`src/rtl/systolic_seq_ctrl.sv`:
```
// Purpose : sequences a DIM x DIM systolic MAC array through clear, skewed compute and row drain.
// Latency : done pulses 1 + k + 2*(DIM-1) + DIM cycles after the cycle following a sampled start.
// Backpres: none; start is ignored while busy or in DONE, abort returns to IDLE on the next cycle.
//
// Ports:
//   clk, rst_n          clock, asynchronous active-low reset
//   start, k_len        begin a matmul of reduction length k_len (clamped to KMAX), sampled in IDLE
//   abort               synchronous abort from any non-IDLE state
//   busy, done          activity flag (CLEAR/COMPUTE/DRAIN) and one-cycle completion pulse
//   clr, mac_en         accumulator zeroing strobe and array-wide MAC enable
//   step                compute step index, 0 outside COMPUTE
//   row_valid/col_valid per-row A / per-column B feed-valid masks (skewed wavefront)
//   drain_en, drain_row Cout chain shift enable and index of the row being drained
module systolic_seq_ctrl #(
    parameter int DIM    = 8,
    parameter int KMAX   = 64,
    parameter int STEP_W = $clog2(KMAX + 2 * DIM),
    parameter int K_W    = $clog2(KMAX + 1)
) (
    input  logic                    clk,
    input  logic                    rst_n,
    input  logic                    start,
    input  logic                    abort,
    input  logic [K_W-1:0]          k_len,
    output logic                    busy,
    output logic                    done,
    output logic                    clr,
    output logic                    mac_en,
    output logic [STEP_W-1:0]       step,
    output logic [DIM-1:0]          row_valid,
    output logic [DIM-1:0]          col_valid,
    output logic                    drain_en,
    output logic [$clog2(DIM)-1:0]  drain_row
);

    localparam int RW  = $clog2(DIM);
    // One extra bit so step+k and last-step arithmetic cannot wrap.
    localparam int SW1 = STEP_W + 1;

    typedef enum logic [2:0] {
        S_IDLE,
        S_CLEAR,
        S_COMPUTE,
        S_DRAIN,
        S_DONE
    } state_t;

    state_t           state;
    logic [K_W-1:0]   k_q;
    logic [DIM-1:0]   mask_q;
    logic [SW1-1:0]   last_step;

    // Final compute step: the last row/column sees its last operand at
    // step (DIM-1) + (k-1); the opposite corner needs another DIM-1 steps.
    assign last_step = SW1'(k_q) + SW1'(2 * (DIM - 1)) - SW1'(1);

    // Row and column feeders share the same skew, so one mask serves both.
    assign row_valid = mask_q;
    assign col_valid = mask_q;

    // Lane i is fed while its skewed window [i, i+k) covers step s.
    function automatic logic [DIM-1:0] mask_at(input logic [STEP_W-1:0] s,
                                               input logic [K_W-1:0]    kk);
        logic [DIM-1:0] m;
        logic [SW1-1:0] sw;
        logic [SW1-1:0] lo;
        logic [SW1-1:0] hi;
        m  = '0;
        sw = {1'b0, s};
        for (int i = 0; i < DIM; i++) begin
            lo   = SW1'(i);
            hi   = lo + SW1'(kk);
            m[i] = (sw >= lo) && (sw < hi);
        end
        return m;
    endfunction

    // Outputs are registered: each branch loads the values for the state
    // being entered, so they line up with that state's first cycle.
    always_ff @(posedge clk or negedge rst_n) begin
        if (!rst_n) begin
            state     <= S_IDLE;
            k_q       <= '0;
            mask_q    <= '0;
            busy      <= 1'b0;
            done      <= 1'b0;
            clr       <= 1'b0;
            mac_en    <= 1'b0;
            step      <= '0;
            drain_en  <= 1'b0;
            drain_row <= '0;
        end else if (abort && state != S_IDLE) begin
            state     <= S_IDLE;
            mask_q    <= '0;
            busy      <= 1'b0;
            done      <= 1'b0;
            clr       <= 1'b0;
            mac_en    <= 1'b0;
            step      <= '0;
            drain_en  <= 1'b0;
            drain_row <= '0;
        end else begin
            case (state)
                S_IDLE: begin
                    // abort together with start keeps us idle
                    if (start && !abort) begin
                        k_q   <= (k_len > K_W'(KMAX)) ? K_W'(KMAX) : k_len;
                        state <= S_CLEAR;
                        clr   <= 1'b1;
                        busy  <= 1'b1;
                    end
                end
                S_CLEAR: begin
                    clr <= 1'b0;
                    if (k_q != '0) begin
                        state  <= S_COMPUTE;
                        mac_en <= 1'b1;
                        step   <= '0;
                        mask_q <= mask_at('0, k_q);
                    end else begin
                        // Nothing to accumulate: drain the freshly cleared zeros.
                        state     <= S_DRAIN;
                        drain_en  <= 1'b1;
                        drain_row <= '0;
                    end
                end
                S_COMPUTE: begin
                    if ({1'b0, step} == last_step) begin
                        state     <= S_DRAIN;
                        mac_en    <= 1'b0;
                        step      <= '0;
                        mask_q    <= '0;
                        drain_en  <= 1'b1;
                        drain_row <= '0;
                    end else begin
                        step   <= step + STEP_W'(1);
                        mask_q <= mask_at(step + STEP_W'(1), k_q);
                    end
                end
                S_DRAIN: begin
                    if (drain_row == RW'(DIM - 1)) begin
                        state     <= S_DONE;
                        drain_en  <= 1'b0;
                        drain_row <= '0;
                        busy      <= 1'b0;
                        done      <= 1'b1;
                    end else begin
                        drain_row <= drain_row + RW'(1);
                    end
                end
                S_DONE: begin
                    done  <= 1'b0;
                    state <= S_IDLE;
                end
                default: begin
                    state <= S_IDLE;
                end
            endcase
        end
    end

endmodule

```
`config.mk`:
```
export PLATFORM = sky130hd
export DESIGN_NAME = systolic_seq_ctrl
export DESIGN_NICKNAME = d
export VERILOG_FILES = /design/src/rtl/systolic_seq_ctrl.sv
export SDC_FILE = /design/constraint.sdc
export NUM_CORES = 1
export LEC_CHECK = 0
export CAP_MARGIN = 20
export CORE_ASPECT_RATIO = 1.4
export CORE_MARGIN = 2
export CORE_UTILIZATION = 50
export CTS_CLUSTER_DIAMETER = 30
export DETAILED_ROUTE_END_ITERATION = 7
export GPL_ROUTABILITY_DRIVEN = 0
export PLACE_DENSITY_LB_ADDON = 0.3
export SYNTH_ARGS = -nofsm -noshare
export SYNTH_HDL_FRONTEND = slang
export SYNTH_SLANG_ARGS = --single-unit
```
`constraint.sdc`:
```
create_clock -name clk -period 3.3 [get_ports clk]
set_input_delay 0.66 -clock clk [delete_from_list [all_inputs] [get_ports clk]]
set_output_delay 0.66 -clock clk [all_outputs]
set_load 0.02 [all_outputs]
```
# Yosys cells after proc, flatten, opt, wreduce, memory -nomap -nowiden
# Index checks and enable logic that the tools add are counted.
# totals
ff_bits,33
output_inout_bits,31
input_bits,11
# classes
mux,37
n_bitwise,1
n_eq_ne,11
n_reduce_logical,27
addsub,11
n_lt_le_gt_ge,17
# ops
cell,count
< comparator 7 x 8 -> 1 bit,7
"adder 3 x 7 -> 8 bit, first input constant",4
"greater-or-equal comparator 7 x 3 -> 1 bit, second input constant",4
2-to-1 mux 7 bit,4
2-to-1 mux 3 bit,8
2-to-1 mux 8 bit,3
"adder 2 x 7 -> 8 bit, first input constant",2
case mux 8 bit (2 select lines),1
"!= test 3 bit, second input constant",5
AND reduction 3 bit,5
nonzero test 3 bit,5
"greater-or-equal comparator 7 x 2 -> 1 bit, second input constant",2
case mux 7 bit (2 select lines),1
2-to-1 mux 1 bit,13
case mux 3 bit (4 select lines),1
logical AND 1 bit,9
case mux 3 bit (3 select lines),1
"adder 1 x 7 -> 8 bit, first input constant",1
"adder 7 x 4 -> 8 bit, second input constant",1
equality test 7 x 8 -> 1 bit,1
case mux 1 bit (2 select lines),4
"subtractor 8 x 1 -> 8 bit, second input constant",1
"adder 7 x 1 -> 7 bit, second input constant",1
"greater-or-equal comparator 7 x 1 -> 1 bit, second input constant",1
other kinds (15),19

# Longest topological paths before layout
# logic_depth
depth_word,6
depth_mapped,13
mapped_depth_nobuf,12

# Worst setup path after synthesis
# No wires, ideal clock.
# synth_timing
path_type,register to register
from,reg step[0]
to,"reg mask_q[7], in the netlist col_valid[7]"
n_path_buf,0
t_required_ns,3.205
t_arrival_ns,2.437
setup_ns,0.095
path_slack_ns,0.767
synth_period_minus_slack_ns,2.533
path_stages_with_launch,11
cell_sequence,dfrtp_1 -> ha_1 -> xnor2_1 -> inv_1 -> ha_1 -> o21ai_0 -> a21oi_1 -> o21a_1 -> o21ai_0 -> a21oi_1 -> o31ai_1
# synth_via
elab_chain_len,6
word_cells_on_any_way,8
# synth_lines
element,line,text
from (decl),29,"output logic [STEP_W-1:0] step,"
from (signal assigned),136,step <= step + STEP_W'(1);
adder 7 x 1 -> 7 bit,137,"mask_q <= mask_at(step + STEP_W'(1), k_q);"
< comparator 7 x 8 -> 1 bit or greater-or-equal comparator 7 x 3 -> 1 bit (tied branches),73,m[i] = (sw >= lo) && (sw < hi);
logical AND 1 bit,73,
2-to-1 mux 8 bit *,128,"if ({1'b0, step} == last_step) begin"
case mux 8 bit (2 select lines) *,103,case (state)
2-to-1 mux 8 bit *,92,end else if (abort && state != S_IDLE) begin
to (signal assigned),119,"mask_q <= mask_at('0, k_q);"
to (signal assigned),137,
to (decl),50,logic [DIM-1:0] mask_q;
# Every way passes the cells marked *; elsewhere a longest branch is shown, timed or not.
# A chain may end at the register's enable or synchronous reset.

# Worst setup path after layout
# layout_timing
from,reg k_q[1]
to,"reg mask_q[7], in the netlist col_valid[7]"
# layout_via
elab_chain_len,6
word_cells_on_any_way,12
# layout_lines
element,line,text
from (decl),49,logic [K_W-1:0] k_q;
from (signal assigned),107,k_q <= (k_len > K_W'(KMAX)) ? K_W'(KMAX) : k_len;
adder 7 x 4 -> 8 bit or adder 3 x 7 -> 8 bit (tied branches),"55, 72",
subtractor 8 x 1 -> 8 bit or < comparator 7 x 8 -> 1 bit (tied branches),"55, 73",
equality test 7 x 8 -> 1 bit or logical AND 1 bit (tied branches),"128, 73",
2-to-1 mux 8 bit,128,
case mux 8 bit (2 select lines),103,
2-to-1 mux 8 bit,92,
# Parallel ways exist; a longest one is shown, timed or not.

==> results.cfg <==
[timing]
worst_pin_slew_ns = 0.947
finalSetupViolCount = 0
slew_headroom_pct = 36.4
grt_setup_unrepaired = no
finalSetupTns_ns = 0
fmax_ghz = 0.372
hold_viol = 0
drv_slew = 0
skew_ns = 0.00447
finalCriticalPeriod_ns = 2.69
fin_crit_sh_pct = 81.4

[cts]
clk_pin_slew_ns = 0.07
cts_resized = 0
cts_tree = yes
cts.htree.levels = 2
cts_setup_buffers = 0
clk_latency_ns = 0.29
clk_root_buffer_cell = clkbuf_8
clock-sinks = 33
cts_made_buffers = 5
holdBufCountCts = 0
cts_max_path_buffers = 2

[yosys]
syn_area_um2 = 3570
synth_edf_count = 0
async_flop_share_pct = 100
yosysSeqAreaShare_pct = 23.1
ys_types = 59
ys_warn_count = 0
syn_avg_cell_area_um2 = 8.49
ys_ff_latch = 33
ys.flop_type = dfrtp_1
synthesis.nets = 497
syn-instance-count = 421

[worst_hold_path]
whs_path_depth = 2
hold_path.startpoint = col_valid[7]
holdCritPathClass = reg2reg
hold_path_end = col_valid[7]

[power_and_ir_drop]
fin_total_pwr_mw = 2.48
peakVddDrop_mv = 0.409
power_density_nw_per_um2 = 601
power.leakage_nw = 1.82

[worst_setup_path]
cp_slowest_stage_delay_ns = 0.51
r2r_slack_ns = 0.61
rr_endpoint = col_valid[7]
path_delay_family = compound AO/OA/AOI/OAI gates
path_buf_inv = 1
crit_type = reg2reg
cp.arrival_ns = 2.89
critPathCaptureType = flop
required_ns = 3.51
ff2ff_path_depth = 11
crit_slowest_cell = dfrtp_1
cp_cell_sequence = inv_1, ha_1, a21boi_0, xnor2_1, ha_1, o21ai_0, a21oi_1, o21a_1, o21ai_0, a21oi_1, o31ai_1
crit_cells = 11
start_kind = flop
cp_max_fo = 9
rr_startpoint = k_q[1]

[grt]
grt_max_degree = 34
antenna_found_initial = 0
grtUsageTotal_pct = 24.5
grt_pass1_wl_um = 15000
grt_pass1_vias = 3130
gr-total-overflow = 0

[cells_and_area]
seqCellArea_um2 = 826
finalNetCount = 531
postLayoutCellArea_um2 = 4130
antenna_cells = 0
multi_input_area_um2 = 2500
drive_gt1_share_pct = 7.68
fillers = 649
syn_to_final_growth_pct = 15.6

[die]
coreArea_um2 = 6940
die_w_um = 75.5
fp.dieArea_um2 = 7850
pin_count = 42
fp.dieH_um = 104
std_cell_rows = 36
start_util_pct = 51.5

[route]
vias_per_cell = 5.75
vias = 3167
ant_nets = 0
avgRoutedWirePerCell_um = 16.2
drc = 0
totalWireLength_um = 8900
drtIter0Drc = 173
drt-pass1-iter-count = 4

[placement]
io_buffer_count = 41
placed_area_um2 = 4050
dpl.hpwl_um = 6870

[outcome]
status = complete, no violations

[flow_run]
cap_violations = 0
worst reg2reg max path, stage by stage, from the launching register on:
cell,delay [ns]
dfrtp_1,0.51
inv_1,0.26
ha_1,0.31
a21boi_0,0.36
xnor2_1,0.17
ha_1,0.24
o21ai_0,0.07
a21oi_1,0.06
o21a_1,0.17
o21ai_0,0.14
a21oi_1,0.10
o31ai_1,0.22
power by group:
| part | internal, mW | total [mW] | switching [mW] |
|---|---|---|---|
| Clock | 0.146 | 0.310 | 0.164 |
| Sequential | 0.483 | 0.634 | 0.152 |
| Combinational | 0.685 | 1.54 | 0.854 |
| Total | 1.31 | 2.48 | 1.17 |
kinds of logic after synthesis:
| family | share of synthesized area, % |
|---|---|
| buffers and inverters | 7.00 |
| AO/OA/AOI/OAI | 20.9 |
| flip-flops | 23.1 |
| multiplexers | 0.315 |
| adder cells (fa/ha/maj) | 22.8 |
| AND/OR/NAND/NOR | 16.1 |
| XOR/XNOR | 9.80 |
layout make-up:
class	count	area share [%]
Sequential cell	33	20.0
Clock inverter	3	0.424
Timing Repair Buffer	54	12.3
Multi-Input combinational cell	336	60.5
Clock buffer	5	1.67
Inverter	25	2.27
Tap cell	95	2.88
placed cells by master (no fill, tap or decap), drive strengths merged, types with 5 or more instances in the layout:
| cell type | count |
|---|---|
| ha | 65 |
| nor2 | 42 |
| clkdlybuf4s50 | 41 |
| xnor2 | 36 |
| o21ai | 35 |
| dfrtp | 33 |
| a21oi | 30 |
| nand2 | 25 |
| inv | 24 |
| buf | 13 |
| nand2b | 13 |
| nand3 | 10 |
| nor3 | 7 |
| nand4 | 6 |
| o31ai | 5 |
| a21o | 5 |
| clkbuf | 5 |
worst max path at each step:
stage	to	startpoint	slack, ns
after floorplan	col_valid[7]	step[0]	0.77
after global placement	col_valid[7]	k_q[1]	0.58
after CTS	col_valid[7]	k_q[1]	0.62
after detailed placement	col_valid[7]	k_q[1]	0.65
final	col_valid[7]	k_q[1]	0.61
after global routing	col_valid[7]	k_q[1]	0.40
synthesized netlist by cell type (2+ instances only):
| cell type | n | area share, % |
|---|---|---|
| nand3_1 | 10 | 1.4 |
| inv_1 | 23 | 2.4 |
| nor2_1 | 41 | 4.3 |
| nor4b_1 | 2 | 0.49 |
| a22o_1 | 4 | 0.98 |
| nor2b_1 | 3 | 0.53 |
| a32o_1 | 4 | 1.1 |
| o21ai_1 | 4 | 0.56 |
| nand2b_1 | 12 | 2.1 |
| xor2_1 | 4 | 0.98 |
| nor3_1 | 7 | 0.98 |
| clkbuf_1 | 9 | 0.94 |
| buf_4 | 11 | 2.3 |
| a22oi_1 | 2 | 0.42 |
| a21o_1 | 5 | 1.1 |
| o21ai_0 | 30 | 4.2 |
| buf_2 | 4 | 0.56 |
| a31o_2 | 3 | 0.74 |
| o2bb2ai_1 | 2 | 0.49 |
| a21oi_1 | 29 | 4.1 |
| o21bai_1 | 2 | 0.42 |
| o22ai_1 | 4 | 0.70 |
| o31ai_1 | 5 | 1.1 |
| o21a_1 | 3 | 0.63 |
| and3_1 | 2 | 0.35 |
| dfrtp_1 | 33 | 23 |
| xnor2_1 | 36 | 8.8 |
| o221ai_1 | 2 | 0.49 |
| a21boi_0 | 2 | 0.42 |
| nand2_1 | 25 | 2.6 |
| ha_1 | 65 | 23 |
| nand4_1 | 6 | 1.1 |
layer usage:
metal  track usage (%)  part of all wire (%)
met4              10.2                   4.1
met5                 0                     0
met2              43.1                    52
met3              3.78                   4.4
met1              28.4                    40
flip-flops by register name, summed over array words and instances, names as in the netlist:
name / count
drain_en: 1
col_valid: 8
drain_row: 3
k_q: 7
step: 7
state: 3
busy: 1
done: 1
clr: 1
mac_en: 1
through the flow:
stage / hold WS, ns / instances / setup slack (ns) / utilization (%)
after floorplan: 0.364 / 421 / 0.767 / -
after global placement: 0.484 / 543 / 0.579 / 58.3
after detailed placement: 0.489 / 543 / 0.649 / 58.3
after CTS: 0.506 / 551 / 0.623 / 59.6
after global routing: 0.534 / 551 / 0.403 / 59.6
final: 0.497 / 551 / 0.612 / 59.6
No activity file was read; power rests on OpenSTA's default activity.
==> patch 1: new RTL, config.mk and constraints unchanged <==
Register the output `row_valid` once more; this adds one clock of latency there. The other outputs are not delayed to match.
--- a/src/rtl/systolic_seq_ctrl.sv
+++ b/src/rtl/systolic_seq_ctrl.sv
@@ -56,5 +56,7 @@
 
     // Row and column feeders share the same skew, so one mask serves both.
-    assign row_valid = mask_q;
+    always_ff @(posedge clk) begin
+        row_valid <= mask_q;
+    end
     assign col_valid = mask_q;
 
Check against the original RTL: not equivalent (a bounded check fails within 4 cycles, from zero or initial values and one cycle with rst_n low).
==> patch 1 against the unedited design <==
  * Area after synthesis up 1.1%
  * Setup slack worse by 150 ps
  * Total power down 13%
  * Non-clock buffer count down 5
  * Die area up 1.0%
  * Wire length up 1.6%
  * Sequential cell count up 8
  * Core utilization up 0.74 points
  * Sequential share of layout area up 3.5 points
  * Combinational power down 27%
  * Clock power up 6.5%
  * Cell area up 1.9%
  * Largest cell class unchanged
  * Largest power group unchanged
==> patch 1: results (changes against the unedited design) <==
Logic synthesis
  • Compound-Gate Fraction of Synth Area: 20.6% (-0.29 points)
  • Post-synth top cells: 65 x ha_1, 35 x o21ai_0, 35 x xnor2_1, 33 x dfrtp_1, 32 x nor2_1
  • Top post-synthesis cells by area: dfrtp_1 23%, ha_1 23%, xnor2_1 8.5%
  • Synth Area in XOR/XNOR: 9.90% (+0.10 points)
  • Synth Net Count: 485 (-2.4%)
  • Seq/Total Area, Yosys: 27.3% (+4.2 points)
  • Adder-Cell Fraction of Synth Area: 22.5% (-0.24 points)
  • Ys async rst share: 80.5% (-20 points)
  • Syn avg cell area: 8.83 sq um (+4.1%)
  • Unique masters post-synth: 55 (-6.8%)

Route
  • Vias/cell: 5.74 (-0.21%)
  • Met2 WL: 4560 microns (-0.95%)
  • WL per Instance: 16.6 microns (+2.7%)
  • Metal3 WL: 440 microns (+13%)
  • Met1 wire length: 3750 microns (+6.0%)
  • First DRT Iteration DRCs: 148 (-14%)

Clock tree
  • Clk root buf: clkbuf_8
  • Worst-skew pair later-pin latency: 310 ps (+20 ps)

Global route
  • Total GRT Usage: 24.3% (-0.24 points)
  • Met3 Use GR: 3.47% (-0.31 points)
  • GR Util met1: 29.9% (+1.5 points)
  • First-pass GRT wire length: 14900 microns (-1.0%)
  • Met2 GRT Util: 39.7% (-3.4 points)

Flow run
  • Total of max-cap violations: 0 (unchanged)

Hold path
  • Hold Crit Start: col_valid[3]
  • Hold Path Depth: 0 (-2)
  • Hold path endpoint: row_valid[3]

Power and ir drop
  • Sequential power: 712 uW (+12%)
  • Cell Pwr Density: 514 mW/mm^2 (-15%)
  • Leakage: 1.87 nW (+2.4%)
  • P_int: 1.23 mW (-6.7%)
  • Worst VDD drop: 0.247 mV (-40%)
  • Share of total power in combinational logic: 51.9% (-10 points)

STA
  • Skew final: 14.2 ps (+9.74 ps)
  • Fin crit share: 85.9% (+4.4 points)
  • Slew @ Worst Pin: 1020 ps (+73.8 ps)
  • Hold slack: 401 ps (-96.2 ps)

Place
  • Placed cell area: 0.00412 sq mm (+1.9%)
  • Setup WS pre-CTS: 287 ps (-362 ps)
  • HPWL Detailed: 6940 microns (+0.97%)

Final layout
  • Area Growth Syn to Fin: 16.5%
  • Final #Nets: 525 (-1.1%)
  • Final Non-Filler Cells: 545 (-1.1%)
  • Layout cell share with drive strength beyond 1: 6.00% (-1.7 points)
  • Fillers: 614 (-5.4%)

Worst setup path
  • WP data arrival: 3060 ps (+170 ps)
  • CP Max Fanout: 11 (+2)
  • Reg2reg start: k_q[2]
  • Slack of the worst reg-to-reg path: 470 ps (-150 ps)

Status
  • Outcome: finished, final reports clean
## patch 1: cell count changes in the layout (fill, tap and decap cells not counted), moves of 5 or more
cell	unedited run	this run
a21oi_1	29	22
buf_4	13	8
dfxtp_1	0	8
nor2_1	41	32
o21a_1	3	11
o21ai_0	30	35
## patch 1: final cells by class
class / count / share of cell area, %
multi-input combinational: 326 / 58.2
tap: 95 / 2.82
timing repair buffer: 49 / 11.2
clock buffer: 5 / 1.63
sequential: 41 / 23.4
inverter: 26 / 2.32
clock inverter: 3 / 0.416
## patch 1: kinds of logic after synthesis
family	after synthesis
buffers and inverters	42
AO/OA/AOI/OAI	114
flip-flops	41
adder cells (fa/ha/maj)	65
multiplexers	2
XOR/XNOR	40
AND/OR/NAND/NOR	105
## patch 1: critical path: stages (launching register included)
cell      delay (ps)
dfrtp_2          520
inv_1            310
ha_1             310
a21boi_0         390
xnor2_1          180
ha_1             270
o21ai_0           90
a21oi_1           60
o21a_1           160
o21ai_0          130
a21oi_1          100
o31ai_1          220
==> patch 2: new RTL, config.mk and constraints unchanged <==
Without the edit above. `DIM`: 8 -> 16.
--- a/src/rtl/systolic_seq_ctrl.sv
+++ b/src/rtl/systolic_seq_ctrl.sv
@@ -13,5 +13,5 @@
 //   drain_en, drain_row Cout chain shift enable and index of the row being drained
 module systolic_seq_ctrl #(
-    parameter int DIM    = 8,
+    parameter int DIM    = 16,
     parameter int KMAX   = 64,
     parameter int STEP_W = $clog2(KMAX + 2 * DIM),
Ports: changed (resized col_valid, drain_row and row_valid); port bits go from 42 to 59. The function was not compared with the original's and may differ.
==> patch 2 against the unedited design <==
  * Cell area grew 46%
  * Sequential cell count rose by 9
  * Total power rose by 28%
  * Clock power increased by 67%
  * Fmax shrank 15%
  * Area after synthesis rose by 46%
  * Via count increased by 55%
  * Setup slack worse by 460 ps
  * Wire length up 73%
  * Critical path depth is 2 lower
  * Critical endpoint is now col_valid[4]
==> patch 2: results (changes against the unedited design) <==
Status
  • Outcome: finished, final reports clean

Logic synthesis
  • Synth Net Count: 737 (+48%)
  • Post-synth top cells: 103 x ha_1, 69 x nand2_1, 55 x xnor2_1, 45 x a21oi_1, 42 x dfrtp_1
  • Unique masters post-synth: 53 (-10%)
  • Top post-synthesis cells by area: ha_1 25%, dfrtp_1 20%, xnor2_1 9.2%
  • Seq/Total Area, Yosys: 20.2% (-2.9 points)
  • Top-area cell type share of the netlist area: 24.7% (+1.6 points)

STA
  • Fin crit share: 95.4% (+14 points)
  • Skew final: 4.80 ps (+0.324 ps)
  • Slew margin rel.: 50.9% (+14 points)
  • Hold slack: 226 ps (-271 ps)

Place
  • Setup WS pre-CTS: 329 ps (-320 ps)
  • Placed Instances: 791 (+46%)

Clock tree
  • Clk root buf: clkbuf_16

Route
  • First-pass iteration count of the detailed router: 7 (+3)
  • First DRT Iteration DRCs: 380 (+120%)
  • WL per Instance: 19.2 microns (+19%)
  • Vias/cell: 6.13 (+6.7%)

Power and ir drop
  • Worst VDD drop: 0.316 mV (-23%)
  • Psw: 1.47 mW (+26%)
  • Leakage: 2.81 nW (+54%)

Global route
  • Largest net degree at the start of global routing: 43 (+26%)
  • Vias in the first global route: 5075 (+62%)
  • Total GRT Usage: 27.2% (+2.7 points)

Worst setup path
  • Slack of the worst reg-to-reg path: 150 ps (-460 ps)
  • Crit path largest cell delay: 550 ps (+40 ps)
  • CP Max Fanout: 11 (+2)

Final layout
  • Layout cell share with drive strength beyond 1: 5.59% (-2.1 points)
  • Final Non-Filler Cells: 800 (+45%)
  • Largest register FFs: 16 (+8)
patch 2: cell count changes in the layout (fill, tap and decap cells not counted), moves of 6 or more:
cell	delta
nand2_1	+44
ha_1	+38
xnor2_1	+19
a21oi_1	+16
clkdlybuf4s50_1	+16
nor2b_1	+11
inv_1	+10
a211oi_1	+9
dfrtp_1	+9
nor2_1	-8
a32o_1	+7
nand3_1	+6
patch 2: routing by layer:
layer	global-route usage, %	vias up	part of all wire [%]
li1	-	2261	-
met5	0	-	0
met2	47.3	210	49
met4	19.9	0	7.6
met3	4.17	79	5.7
met1	29.9	2357	38
patch 2: cell families after synthesis:
family | count (synthesis) | share of synthesized area, %
AOI/OAI and AO/OA | 169 | 21.5
muxes | 4 | 0.792
adders and majority gates | 103 | 24.7
xor gates and xnor gates | 62 | 11.0
buffers and inverters | 82 | 7.71
DFF | 42 | 20.2
and+or+nand+nor | 161 | 14.1
patch 2: per-stage QoR:
| step | instance area [sq um] | power [mW] |
|---|---|---|
| 6_report | 6010 | 3.18 |
| 5_1_grt | 6010 | 3.40 |
| 3_3_place_gp | 5840 | 2.55 |
| 3_5_place_dp | 5840 | 2.62 |
| 4_1_cts | 5990 | 3.16 |
| 2_1_floorplan | 5210 | 2.05 |
patch 2: power by group through the flow:
stage	clock, mW	combinational, mW	sequential [mW]
after global routing	0.543	2.18	0.685
after global placement	0	1.88	0.675
after detailed placement	0	1.94	0.679
after CTS	0.527	1.96	0.671
after floorplan	0	1.34	0.711
final	0.518	1.99	0.673
patch 2: layout make-up:
cell class	count	area, sq um
tap	138	173
timing repair buffer	77	743
fill	966	4230
sequential	42	1050
clock inverter	1	8.76
inverter	36	135
multi-input combinational	499	3760
clock buffer	7	143
